===== config.mk =====
export PLATFORM = sky130hd
export DESIGN_NAME = mem_bus_arbiter
export DESIGN_NICKNAME = d
export VERILOG_FILES = /design/src/rtl/hack_bus_pkg.sv /design/src/rtl/rd_tag_pipe.sv /design/src/rtl/mem_bus_arbiter.sv
export SDC_FILE = /design/constraint.sdc
export NUM_CORES = 1
export LEC_CHECK = 0
export BUFFER_PORTS_ARGS = -buffer_cell sky130_fd_sc_hd__buf_2
export CORE_MARGIN = 5
export CORE_UTILIZATION = 46
export CTS_BUF_LIST = sky130_fd_sc_hd__clkbuf_8
export DETAILED_ROUTE_END_ITERATION = 12
export GPL_TIMING_DRIVEN = 0
export HOLD_SLACK_MARGIN = 0.03
export PLACE_DENSITY_LB_ADDON = 0.05
export SYNTH_ARGS = -nofsm -noshare
export SYNTH_HDL_FRONTEND = slang
export SYNTH_SLANG_ARGS = --single-unit

===== constraint.sdc =====
create_clock -name i_CLK -period 2.64 [get_ports i_CLK]
set_clock_uncertainty 0.05 [all_clocks]
set_input_delay 0.528 -clock i_CLK [delete_from_list [all_inputs] [get_ports i_CLK]]
set_output_delay 0.528 -clock i_CLK [all_outputs]
set_load 0.1 [all_outputs]

===== src/rtl/hack_bus_pkg.sv =====
// Shared types and constants for the Hack memory-bus arbiter.
package hack_bus_pkg;

  localparam int unsigned HACK_ADDR_W = 16;
  localparam int unsigned HACK_DATA_W = 16;

  localparam logic M_CPU = 1'b0;
  localparam logic M_DMA = 1'b1;

  typedef enum logic [1:0] {
    ARB,
    LOCK0,
    LOCK1
  } arb_state_e;

  typedef struct packed {
    logic valid;
    logic id;
  } rd_tag_t;

endpackage


===== src/rtl/rd_tag_pipe.sv =====
// Fixed-depth shift register of read tags; the tail lines up with the memory read data.
module rd_tag_pipe
  import hack_bus_pkg::*;
#(
  parameter int unsigned Depth = 1
) (
  input  logic    clk_i,
  input  logic    clear_i,
  input  rd_tag_t tag_i,
  output rd_tag_t tag_o
);

  rd_tag_t stage_q [Depth];

  always_ff @(posedge clk_i) begin
    if (clear_i) begin
      for (int i = 0; i < Depth; i++) begin
        stage_q[i] <= '0;
      end
    end else begin
      stage_q[0] <= tag_i;
      for (int i = 1; i < Depth; i++) begin
        stage_q[i] <= stage_q[i-1];
      end
    end
  end

  assign tag_o = stage_q[Depth-1];

endmodule


===== src/rtl/mem_bus_arbiter.sv =====
// Two-master round-robin arbiter with bounded bus lock in front of the single Memory port.
module mem_bus_arbiter
  import hack_bus_pkg::*;
#(
  parameter int unsigned ADDR_W   = HACK_ADDR_W,
  parameter int unsigned DATA_W   = HACK_DATA_W,
  parameter int unsigned RD_LAT   = 1,
  parameter int unsigned MAX_HOLD = 8
) (
  input  logic              i_CLK,
  input  logic              i_RESET,
  input  logic              i_Req0,
  input  logic              i_Req1,
  input  logic              i_WE0,
  input  logic              i_WE1,
  input  logic [ADDR_W-1:0] i_Addr0,
  input  logic [ADDR_W-1:0] i_Addr1,
  input  logic [DATA_W-1:0] i_WData0,
  input  logic [DATA_W-1:0] i_WData1,
  input  logic              i_Lock0,
  input  logic              i_Lock1,
  output logic              o_Ack0,
  output logic              o_Ack1,
  output logic              o_RValid0,
  output logic              o_RValid1,
  output logic [DATA_W-1:0] o_RData,
  output logic [ADDR_W-1:0] o_Mem_Addr,
  output logic [DATA_W-1:0] o_Mem_WData,
  output logic              o_Mem_WE,
  input  logic [DATA_W-1:0] i_Mem_RData,
  output logic              o_Lock_Revoked
);

  localparam int unsigned HoldW = $clog2(MAX_HOLD + 1);
  localparam logic [HoldW-1:0] HoldMax = HoldW'(MAX_HOLD);

  arb_state_e       state_q, state_d;
  logic             ptr_q, ptr_d;
  logic [HoldW-1:0] hold_q, hold_d;
  logic [ADDR_W-1:0] addr_q;
  logic [DATA_W-1:0] wdata_q;

  logic [1:0] req_v, lock_v;
  logic       gnt, gnt_id, owner, revoke;
  logic       sel_we;
  rd_tag_t    tag_in, tag_tail;

  assign req_v  = {i_Req1, i_Req0};
  assign lock_v = {i_Lock1, i_Lock0};

  always_comb begin
    state_d = state_q;
    ptr_d   = ptr_q;
    hold_d  = hold_q;
    gnt     = 1'b0;
    gnt_id  = M_CPU;
    owner   = M_CPU;
    revoke  = 1'b0;
    if (!i_RESET) begin
      unique case (state_q)
        ARB: begin
          hold_d = '0;
          if (i_Req0 && i_Req1) begin
            gnt    = 1'b1;
            gnt_id = ptr_q;
            ptr_d  = ~ptr_q;
          end else if (i_Req0) begin
            gnt    = 1'b1;
            gnt_id = M_CPU;
          end else if (i_Req1) begin
            gnt    = 1'b1;
            gnt_id = M_DMA;
          end
          if (gnt && lock_v[gnt_id]) begin
            state_d = gnt_id ? LOCK1 : LOCK0;
          end
        end
        LOCK0, LOCK1: begin
          owner = (state_q == LOCK1);
          if (hold_q == HoldMax) begin
            // Revoke cycle issues nothing; the waiting master wins the next ARB cycle.
            revoke  = 1'b1;
            state_d = ARB;
            ptr_d   = ~owner;
            hold_d  = '0;
          end else begin
            if (req_v[owner]) begin
              gnt    = 1'b1;
              gnt_id = owner;
            end
            if (req_v[~owner]) begin
              hold_d = hold_q + HoldW'(1);
            end
            if (!lock_v[owner]) begin
              state_d = ARB;
              ptr_d   = ~owner;
              hold_d  = '0;
            end
          end
        end
        default: state_d = ARB;
      endcase
    end
  end

  always_ff @(posedge i_CLK) begin
    if (i_RESET) begin
      state_q <= ARB;
      ptr_q   <= M_CPU;
      hold_q  <= '0;
      addr_q  <= '0;
      wdata_q <= '0;
    end else begin
      state_q <= state_d;
      ptr_q   <= ptr_d;
      hold_q  <= hold_d;
      addr_q  <= o_Mem_Addr;
      wdata_q <= o_Mem_WData;
    end
  end

  assign sel_we         = gnt_id ? i_WE1 : i_WE0;
  assign o_Mem_Addr     = gnt ? (gnt_id ? i_Addr1 : i_Addr0) : addr_q;
  assign o_Mem_WData    = gnt ? (gnt_id ? i_WData1 : i_WData0) : wdata_q;
  assign o_Mem_WE       = gnt & sel_we;
  assign o_Ack0         = gnt & ~gnt_id;
  assign o_Ack1         = gnt & gnt_id;
  assign o_Lock_Revoked = revoke;

  always_comb begin
    tag_in       = '0;
    tag_in.valid = gnt & ~sel_we;
    tag_in.id    = gnt_id;
  end

  rd_tag_pipe #(
    .Depth(RD_LAT)
  ) u_rd_tag_pipe (
    .clk_i  (i_CLK),
    .clear_i(i_RESET),
    .tag_i  (tag_in),
    .tag_o  (tag_tail)
  );

  // Tail gated by reset so a tag already at the tail is dropped as well.
  assign o_RValid0 = tag_tail.valid & ~tag_tail.id & ~i_RESET;
  assign o_RValid1 = tag_tail.valid & tag_tail.id & ~i_RESET;
  assign o_RData   = (tag_tail.valid && !i_RESET) ? i_Mem_RData : '0;

endmodule


Word level (Yosys, flattened, before mapping). Memories as Yosys holds them, arrays and structs flattened. Cells that the tools add are included.

Register bits after elaboration: 39. Bits in writable memories: 2. Bits of input ports: 88. Output and inout bits: 54. Logic and storage cells: 94. Memories kept: 1.

$add $sub $neg: 1. Magnitude comparators: 3. Eq/ne operators: 7. Multiplexer cells: 52. Bitwise operators: 14. Reductions and logical operators: 11.

Memories: u_rd_tag_pipe.stage_q (depth 1, bits a word 2, read ports 1, clocked after Yosys merged registers in 0, wr ports 1, line rd_tag_pipe.sv:13) `rd_tag_t stage_q [Depth];`.

Operators by type and width (count): 16-bit two-way mux (5); 1-bit two-way mux (34); 4-bit two-way mux (3); 2-bit two-way mux (5); 1-bit bitwise AND (8); 4-bit one-hot mux with 2 select lines (1); 1-bit by 2-bit less-than comparator with 1-bit output (second input constant) (3); 1-bit inverter (6); 1-bit one-hot mux with 2 select lines (3); 4-bit by 1-bit adder with 4-bit output (second input constant) (1); 4-bit equality test (second input constant) (1); 2-bit != test (second input constant) (2); 4-bit != test (second input constant) (1); 2-bit one-hot mux with 2 select lines (1); 2-bit AND reduction (2); 2-bit OR reduction (2); 1-bit logical AND (3); 3-bit != test (second input constant) (1); 3-bit AND reduction (1); 2-bit by 1-bit equality test with 1-bit output (second input constant) (1); 2-bit equality test (second input constant) (1); 2-bit zero test (1); 2-bit nonzero test (1); 1-bit zero test (1).

Longest topological paths before layout. Gate-level depths: netlist (run 1).

Depth in word-level cells: 11. Mapped depth: 9. Mapped depth without buffers: 6.

Hierarchy. A second synthesis (run 1) with hierarchy kept.

Cells, all modules: 364. Area, all modules: 2733.9 µm².

By module, submodules not included: mem_bus_arbiter (instances 1, cells an instance 360, area each 2681.3 µm², seq. area each 780.7 µm²); rd_tag_pipe (instances 1, cells an instance 4, area each 52.6 µm², seq. area each 40.0 µm²).

Worst setup path after synthesis (run 1). No wires, ideal clock.

Path kind: flip-flop to output port. Start point: register state_q[0]. End point: output o_Mem_WE. Arrival: 2.956 ns. Data required time: 2.062 ns. Path slack: -0.894 ns. Stages on the path, launching flop included: 8. Path buffers: 2. Cell sequence: dfxtp_1 inv_1 ha_1 clkbuf_2 a32o_1 clkbuf_1 a21bo_2 a21oi_1.

Longest elaborated chain between the ends: 9. Elaborated cells on any way between the ends: 16. Those cells by class: eq/ne: 2; mux: 11; bitwise: 1; reduce/logical: 2.

Ends and longest elaborated chain: from (decl) (line mem_bus_arbiter.sv:37) `arb_state_e state_q, state_d;`; from (signal assigned) (line mem_bus_arbiter.sv:114) `state_q <= state_d;`; 2-bit equality test (line mem_bus_arbiter.sv:60, mem_bus_arbiter.sv:79); 1-bit two-way mux (not written as such) (2 in a row) (line mem_bus_arbiter.sv:87) `if (req_v[owner]) begin`; 1-bit two-way mux (line mem_bus_arbiter.sv:87); 1-bit two-way mux (line mem_bus_arbiter.sv:80) `if (hold_q == HoldMax) begin`; 1-bit one-hot mux with 2 select lines (line mem_bus_arbiter.sv:60) `unique case (state_q)`; 1-bit two-way mux (line mem_bus_arbiter.sv:59) `if (!i_RESET) begin`; 1-bit two-way mux (line mem_bus_arbiter.sv:122) `assign sel_we = gnt_id ? i_WE1 : i_WE0;`; 1-bit bitwise AND (*) (line mem_bus_arbiter.sv:125) `assign o_Mem_WE = gnt & sel_we;`; to (decl) (line mem_bus_arbiter.sv:29) `output logic o_Mem_WE,`.

Every way passes the cells marked *; elsewhere a longest branch is shown, timed or not. The select of a mux whose other input is x is not followed.

Worst setup path in the final report (run 1).
Start point: register state_q[1]. End point: output o_Mem_WData[4].

Longest elaborated chain between the ends: 9. Elaborated cells on any way between the ends: 16. Those cells by class: eq/ne: 2; mux: 12; reduce/logical: 2.

Ends and longest elaborated chain: 2-bit equality test (line mem_bus_arbiter.sv:60, mem_bus_arbiter.sv:79); 1-bit two-way mux (not written as such) (2 in a row) (line mem_bus_arbiter.sv:87); 1-bit two-way mux (line mem_bus_arbiter.sv:87); 1-bit two-way mux (line mem_bus_arbiter.sv:80); 1-bit one-hot mux with 2 select lines (line mem_bus_arbiter.sv:60); 1-bit two-way mux (line mem_bus_arbiter.sv:59); 16-bit two-way mux (line mem_bus_arbiter.sv:124) `assign o_Mem_WData = gnt ? (gnt_id ? i_WData1 : i_WData0) : wdata_q;`; 16-bit two-way mux (*) (line mem_bus_arbiter.sv:124); to (decl) (line mem_bus_arbiter.sv:28) `output logic [DATA_W-1:0] o_Mem_WData,`.

Marked as above.

==> impl_results.md, run 1 <==
- Distinct cell type count after synthesis: 39
- Non-Filler Instances: about 510
- Worst-skew pair later-pin latency: roughly 0.28 ns
- Dpl cells: ~470
- Syn Nets: 354
- Critical Path RT: around 2.1 ns
- Num CTS Buffers: 5
- Clock transition at path regs: about 0.080 ns
- #FFs+latches synth: slightly above 40
- Dpl hpwl: roughly 5.7 mm
- Most common cell after layout, fill and taps aside: buf_2
- GRT Resource Usage Total: 24.0%
- Sequential fraction of the synthesis area: between 30% and 40%
- CTS tree: done
- CP max stage delay: 0.37 ns
- Status: finished, violations left
- Max-slew violations: 0
- Peak supply drop: about 1.2 mV
- Htree depth: 2
- Buffers on Ports: 141
- CTS hold repair buffers: 0
- Maxcap violations: 0
- Worst-Margin Slew: between 0.7 and 0.8 ns
- Antenna cell count: 0
- Placer Congestion: 0.795
- Most frequent cells in the layout: buf_2 (97), dfxtp_1 (37), buf_4 (35)
- Die Wd: approximately 84 µm
- Die area: between 7000 and 8000 µm²
- Min cycle time layout: ~2.9 ns
- CTS sink count: 41
- HP Class: in -> reg
- Root buf cell: clkbuf_8
- Final Hold Vio Count: 0
- Yosys synthesis warning count: 0
- Violated checks: setup timing
- Initial cell density of the core: 46.5%
- Critical Path Most Common Cell: buf_4
- Nets@finish: roughly 530
- First-pass GRT wire length: between 10 and 15 mm
- Routed vias: between 2000 and 3000
- Worst slew margin: 52.7%
- Finish-stage setup viols: 33
- R2R setup slack: about 0.35 ns
- Worst-case clock buffer depth: 2
- Ports: 142
- Routed Antenna Nets: 0
- Avg Vias per Cell: 5.81
- Leak: ~0.0020 µW
- Syn avg cell area: just under 10 µm²
- Post-Syn Area: between 2000 and 3000 µm²
- Pin count of the biggest net entering global routing: 13
- Total core area: 5410 µm²
- CP cell instances: ha_4 > buf_8 > nor3b_4 > mux2_4 > o221ai_4 > buf_4 > buf_4 > a221o_2 > buf_6
- Number of remaining DRC errors: 0
- Arrival @ worst endpoint: roughly 2.3 ns
- Initial antenna violation count: 0
- Kind of critical path: reg -> out
- Final Cell Area: roughly 4200 µm²
- DRT iter0 DRCs: approximately 160
- Area added between synthesis and finish: 68.7%
- Die H: between 80 and 90 µm
- Final setup margin: -0.237 ns
- Cells after synthesis: ~260
- FP Rows: 27
- Placed Area: around 3400 µm²
- Crit Path Max Fanout: 5
- Achievable Freq: around 0.35 GHz
- Crit end category: output pin
- Pwr/cell area: roughly 1400 nW/µm²
- Detailed Routing Iterations Pass 1: 5
- Fin crit share: 109%
- Critical Path Source Type: register
- Grt total ovfl: 0
- RSZ-0062 raised after global routing: true
- Cell at the slowest stage of the critical path: dfxtp_4
- DR WL/cell: 17.8 µm
- Number of global-route vias before repair: 2858
- Fraction of layout cells with a size suffix above 1: around 58%
- Total Routed Length: 8.99 mm
-- critical path: cells and delay by family (launching register included) --
kind / cells / cell delay [ns]
and+or+nand+nor: 1 / 0.20
AOI/OAI and AO/OA: 2 / 0.44
adders and majority gates: 1 / 0.17
DFF: 1 / 0.37
buffers and inverters: 4 / 0.63
muxes: 1 / 0.20
-- synthesized netlist by cell type, drive strengths merged --
library cell  number  area (µm²)
nor2               2        7.51
dfxtp             41         821
inv                6        22.5
buf               16         144
nor2b              3        18.8
nand3b             2        27.5
a32o               1        10.0
and2              19         119
nand4b             1        8.76
o21a               1        7.51
a21o               1        7.51
nand4              2        12.5
clkbuf            11        42.5
mux2i              4        40.0
o31a               1        8.76
o221ai             1        15.0
nor3               2        10.0
a21bo              1        10.0
mux2               2        26.3
or4                2        15.0
nand3              9        45.0
a21oi              4        20.0
nand2b             3        18.8
nor3b              3        32.5
ha                 5        62.6
o21ai              2        10.0
a221o             64         641
nand2             11        41.3
and3              34         218
a41o               1        10.0
and3b              1        8.76
a31oi              5        31.3
-- logic make-up (layout without fill, tap and decap cells) --
kind of cell | Yosys count | after routing | synth area share (%)
muxes | 6 | 6 | 2.64
DFF | 41 | 41 | 32.7
adders and majority gates | 5 | 5 | 2.49
AOI/OAI and AO/OA | 82 | 82 | 30.7
and+or+nand+nor | 94 | 94 | 23.2
buffers and inverters | 33 | 205 | 8.32
-- area by class of cell --
| type | instances | area [µm²] |
|---|---|---|
| clock buffers | 6 | 82.6 |
| inverters | 6 | 22.5 |
| clock inverters | 1 | 7.51 |
| well taps | 72 | 90.1 |
| flip-flops and latches | 41 | 831 |
| plain buffers | 25 | 233 |
| fillers | 378 | 1170 |
| multi-input cells | 187 | 1620 |
| repair buffers | 167 | 1350 |
-- sequential cells by signal (all words and copies together), names as in the netlist --
register,count
state_q,2
u_rd_tag_pipe.stage_q,2
wdata_q,16
addr_q,16
hold_q,4
ptr_q,1
-- power by group --
part           total, µW  leakage [µW]  switching [µW]  internal, µW
logic               4450       0.00165            2800          1650
registers            919      0.000340             114           805
clock network        423     0.0000433             216           207
-- timing repair --
action                                  4_1_cts  5_1_grt
pin swaps                                    26        2
endpoints found under the setup margin       45       44
buffers inserted                             20        3
gates cloned                                  2        1
resized for setup                           158        7
-- metrics by stage --
step / util, % / power, µW / worst slack [ns] / hold WS (ns) / setup TNS, ns
2_1_floorplan: - / 3800 / -0.275 / 0.402 / -0.318
3_3_place_gp: 62.4 / 4270 / -0.304 / 0.420 / -9.17
3_5_place_dp: 62.4 / 4290 / -0.318 / 0.418 / -9.84
4_1_cts: 77.0 / 5680 / -0.203 / 0.414 / -5.59
5_1_grt: 78.4 / 6000 / -0.309 / 0.413 / -9.25
6_report: 78.4 / 5790 / -0.237 / 0.421 / -6.82
-- worst paths after layout --
path,cells past startpoint,from,end
worst max register to register,9,state_q[0],addr_q[5]
worst min register to register,1,wdata_q[7],wdata_q[7]
worst max-delay path,9,state_q[1],o_Mem_WData[4]
worst min-delay path,2,i_Addr0[13],addr_q[13]
-- metal layers --
layer | track usage (%) | wire length, µm | vias to the layer above
li1 | - | - | 1401
met1 | 30.3 | 3780 | 1395
met2 | 41.8 | 4460 | 129
met3 | 5.23 | 672 | 9
met4 | 5.26 | 79 | 0
met5 | 0 | 0 | -
Power figures use the tool's default switching activity.
==> run 2: changes to the inputs <==
Settings changed: ABC_AREA set to 1, CORE_UTILIZATION 46 to 41.
Clock period 2.64 ns to 2.5 ns, I/O delays scaled along.
==> impl_results.md, run 2 <==
- Count leader, synth: nand2_1 (was a221o_1)
- Htree depth: 2 (unchanged)
- Sequential fraction of the synthesis area: 32.4% (was 32.7%)
- Number of remaining DRC errors: 0 (unchanged)
- Critical Path Source Type: register (unchanged)
- R2r endpoint: wdata_q[10] (was addr_q[5])
- Buffers on Ports: 141 (unchanged)
- HP Class: reg -> reg (was in -> reg)
- Die H: 88.6 µm (was 83.9 µm)
- Final Hold Vio Count: 0 (unchanged)
- FP Rows: 28 (was 27)
- Crit Path Max Fanout: 10 (was 5)
- Nets@finish: 686 (was 526)
- Worst-Margin Slew: 0.563 ns (was 0.708 ns)
- Buffers and inverters on the worst path: 4 (unchanged)
- Finish-stage setup viols: 32 (was 33)
- Cells after synthesis: 416 (was 261)
- Syn Nets: 509 (was 354)
- GRT Resource Usage Total: 23.4% (was 24.0%)
- First-pass GRT wire length: 14.5 mm (was 14.1 mm)
- Peak supply drop: 0.967 mV (was 1.16 mV)
- Avg Vias per Cell: 5.05 (was 5.81)
- Syn avg cell area: 6.09 µm² (was 9.63 µm²)
- Area contributors post-synth: dfxtp_1 (32%), nand2_1 (27%), nand3_1 (8.1%), a21oi_1 (7.3%), inv_1 (4.9%) (was dfxtp_1 (33%), a221o_1 (25%), and3_1 (8.2%), and2_1 (4.7%), buf_6 (4.0%))
- Antenna cell count: 0 (unchanged)
- Hold_sp: ptr_q (was i_Addr0[13])
- Post-synth EDFFs: 0 (unchanged)
- Fraction of layout cells with a size suffix above 1: 50.0% (was 57.7%)
- Arrival @ worst endpoint: 2.03 ns (was 2.30 ns)
- #FFs+latches synth: 41 (unchanged)
- Dpl ws: -0.122 ns (was -0.318 ns)
- Placed Area: 3470 µm² (was 3370 µm²)
- Most common flop cell mapped by yosys: dfxtp_1 (unchanged)
- Distinct cell type count after synthesis: 26 (was 39)
- Non-Filler Instances: 669 (was 505)
- RSZ-0062 raised after global routing: true (unchanged)
- Total Routed Length: 10.5 mm (was 8.99 mm)
- Leak: 0.00257 µW (was 0.00204 µW)
- DRT iter0 DRCs: 159 (was 155)
- Cell taking the most area after synthesis: dfxtp_1 (unchanged)
- Status: finished, violations left (unchanged)
- Total core area: 5960 µm² (was 5410 µm²)
- Pin count of the biggest net entering global routing: 13 (unchanged)
- Ys async rst share: 0% (unchanged)
- Fill cells: 361 (was 378)
- Placer Congestion: 0.837 (was 0.795)
- Most common cell after layout, fill and taps aside: nand2_1 (was buf_2)
- Final setup margin: -0.0849 ns (was -0.237 ns)
- CTS tree: done (unchanged)
- Worst-case clock buffer depth: 2 (unchanged)
- CTS hold repair buffers: 0 (unchanged)
- Setup_tns: -1.76 ns (was -6.82 ns)
- Achievable Freq: 0.387 GHz
- Worst slew margin: 62.5% (was 52.7%)
- Die Wd: 88.6 µm (was 83.9 µm)
- Clock transition at path regs: 0.07 ns (was 0.08 ns)
- Design Power: 6180 µW (was 5790 µW)
- CTS sink count: 41 (unchanged)
- Dpl hpwl: 6.15 mm (was 5.68 mm)
- Area added between synthesis and finish: 93.0% (was 68.7%)
- Most frequent cells in the layout: nand2_1 (109), buf_2 (97), nand2_4 (43) (was buf_2 (97), dfxtp_1 (37), buf_4 (35))
- Root buf cell: clkbuf_8 (unchanged)
- Crit end category: output pin (unchanged)
- Routed vias: 3377 (was 2934)
- Pwr/cell area: 1260 nW/µm² (was 1370 nW/µm²)
- Min cycle time layout: 2.58 ns
- CP cell instances: inv_4 > ha_4 > nand3_4 > nand2_8 > buf_12 > clkbuf_16 > nand3_1 > nand2_1 > nand2_4 > nand2_4 > buf_12 (was ha_4 > buf_8 > nor3b_4 > mux2_4 > o221ai_4 > buf_4 > buf_4 > a221o_2 > buf_6)
- Die area: 7850 µm² (was 7040 µm²)
- Cell at the slowest stage of the critical path: dfxtp_4 (unchanged)
- Initial cell density of the core: 42.5% (was 46.5%)
- Ports: 142 (unchanged)
- Grt total ovfl: 0 (unchanged)
- Leading registers by flop count: addr_q (16), wdata_q (16), hold_q (4) (unchanged)
- Routed Antenna Nets: 0 (unchanged)
- Hold path depth: 2 (unchanged)
- R2R setup slack: -0.05 ns (was 0.35 ns)
- Max-slew violations: 0 (unchanged)
- Worst-skew pair later-pin latency: 0.29 ns (was 0.28 ns)
- Num CTS Buffers: 5 (unchanged)
- Yosys top cell area share: 32.4% (was 32.7%)
- Violated checks: setup timing (unchanged)
- Top post-synthesis cells by count: nand2_1 (185), dfxtp_1 (41), nand3_1 (41), a21oi_1 (37), inv_1 (33) (was a221o_1 (64), dfxtp_1 (41), and3_1 (33), and2_1 (19), nand2_1 (11))
- Number of global-route vias before repair: 3154 (was 2858)
- Post-Syn Area: 2530 µm² (was 2510 µm²)
- FF-to-FF path depth: 18 (was 9)
- Critical Path RT: 1.95 ns (was 2.06 ns)
- Cell family with most CP delay: simple AND/OR/NAND/NOR gates (was buffers and inverters)
- Final Cell Area: 4890 µm² (was 4240 µm²)
- Reg-to-reg startpoint: state_q[0] (unchanged)
- DR WL/cell: 15.7 µm (was 17.8 µm)
- CP max stage delay: 0.38 ns (was 0.37 ns)
- Fin crit share: 103%
- Yosys synthesis warning count: 0 (unchanged)
- Hold EP: ptr_q (was addr_q[13])
- Kind of critical path: reg -> out (unchanged)
- Crit path depth: 11 (was 9)
- Detailed Routing Iterations Pass 1: 4 (was 5)
- Maxcap violations: 0 (unchanged)
- Initial antenna violation count: 0 (unchanged)
- Dpl cells: 632 (was 474)
run 2: worst max path at each step:
stage,from,to,slack [ns]
floorplan,i_RESET,o_RData[10],-0.42
global placement,state_q[0],o_Mem_WData[12],-0.09
detailed placement,state_q[0],o_Mem_WData[12],-0.12
CTS,state_q[1],o_Mem_WData[12],-0.06
global route,state_q[1],o_Mem_WData[9],-0.19
finish,state_q[0],o_Mem_WData[2],-0.08
run 2: power by group:
part	leakage, µW	switching (µW)	internal, µW
clock	0.0000626	233	322
combinational	0.00217	3040	1700
sequential	0.000338	70.5	813
run 2: routing by layer:
layer	track usage, %	wire length [µm]	share of wire (%)	vias to the layer above
li1	-	-	-	1662
met1	26.7	3930	37	1531
met2	43.2	5470	52	158
met3	6.15	901	8.6	26
met4	5.63	226	2.1	0
met5	0	0	0	-
run 2: final cells by class:
type | instances | area, µm² | area share (%)
clock inverter | 2 | 33.8 | 0.691
tap | 75 | 93.8 | 1.92
buffer | 20 | 216 | 4.43
multi-input combinational | 318 | 1900 | 38.9
timing repair buffer | 170 | 1560 | 31.9
sequential | 41 | 831 | 17.0
clock buffer | 6 | 82.6 | 1.69
inverter | 37 | 171 | 3.51
run 2: tightest hold or removal path: stages (launching register included):
cell and delay, ns:
dfxtp_1 0.31, inv_1 0.07, a21oi_1 0.06
run 2: logic make-up after synthesis:
family,after synthesis,share of synthesized area (%)
adder cells (fa/ha/maj),5,2.47
AND/OR/NAND/NOR,268,43.7
AO/OA/AOI/OAI,45,9.39
flip-flops,41,32.4
buffers and inverters,57,12.0
run 2: what timing repair did:
| item | 4_1_cts | 5_1_grt |
|---|---|---|
| setup buffers | 20 | 5 |
| hold endpoints to repair | 0 | 0 |
| resized for setup | 192 | 87 |
| setup endpoints to repair | 45 | 46 |
| gates cloned | 3 | 1 |
| pin swaps | 19 | 40 |
run 2: through the flow:
step	hold WS (ns)	util, %
2_1_floorplan	0.390	-
3_3_place_gp	0.405	58.3
3_5_place_dp	0.415	58.3
4_1_cts	0.425	75.4
5_1_grt	0.450	82.1
6_report	0.429	82.1
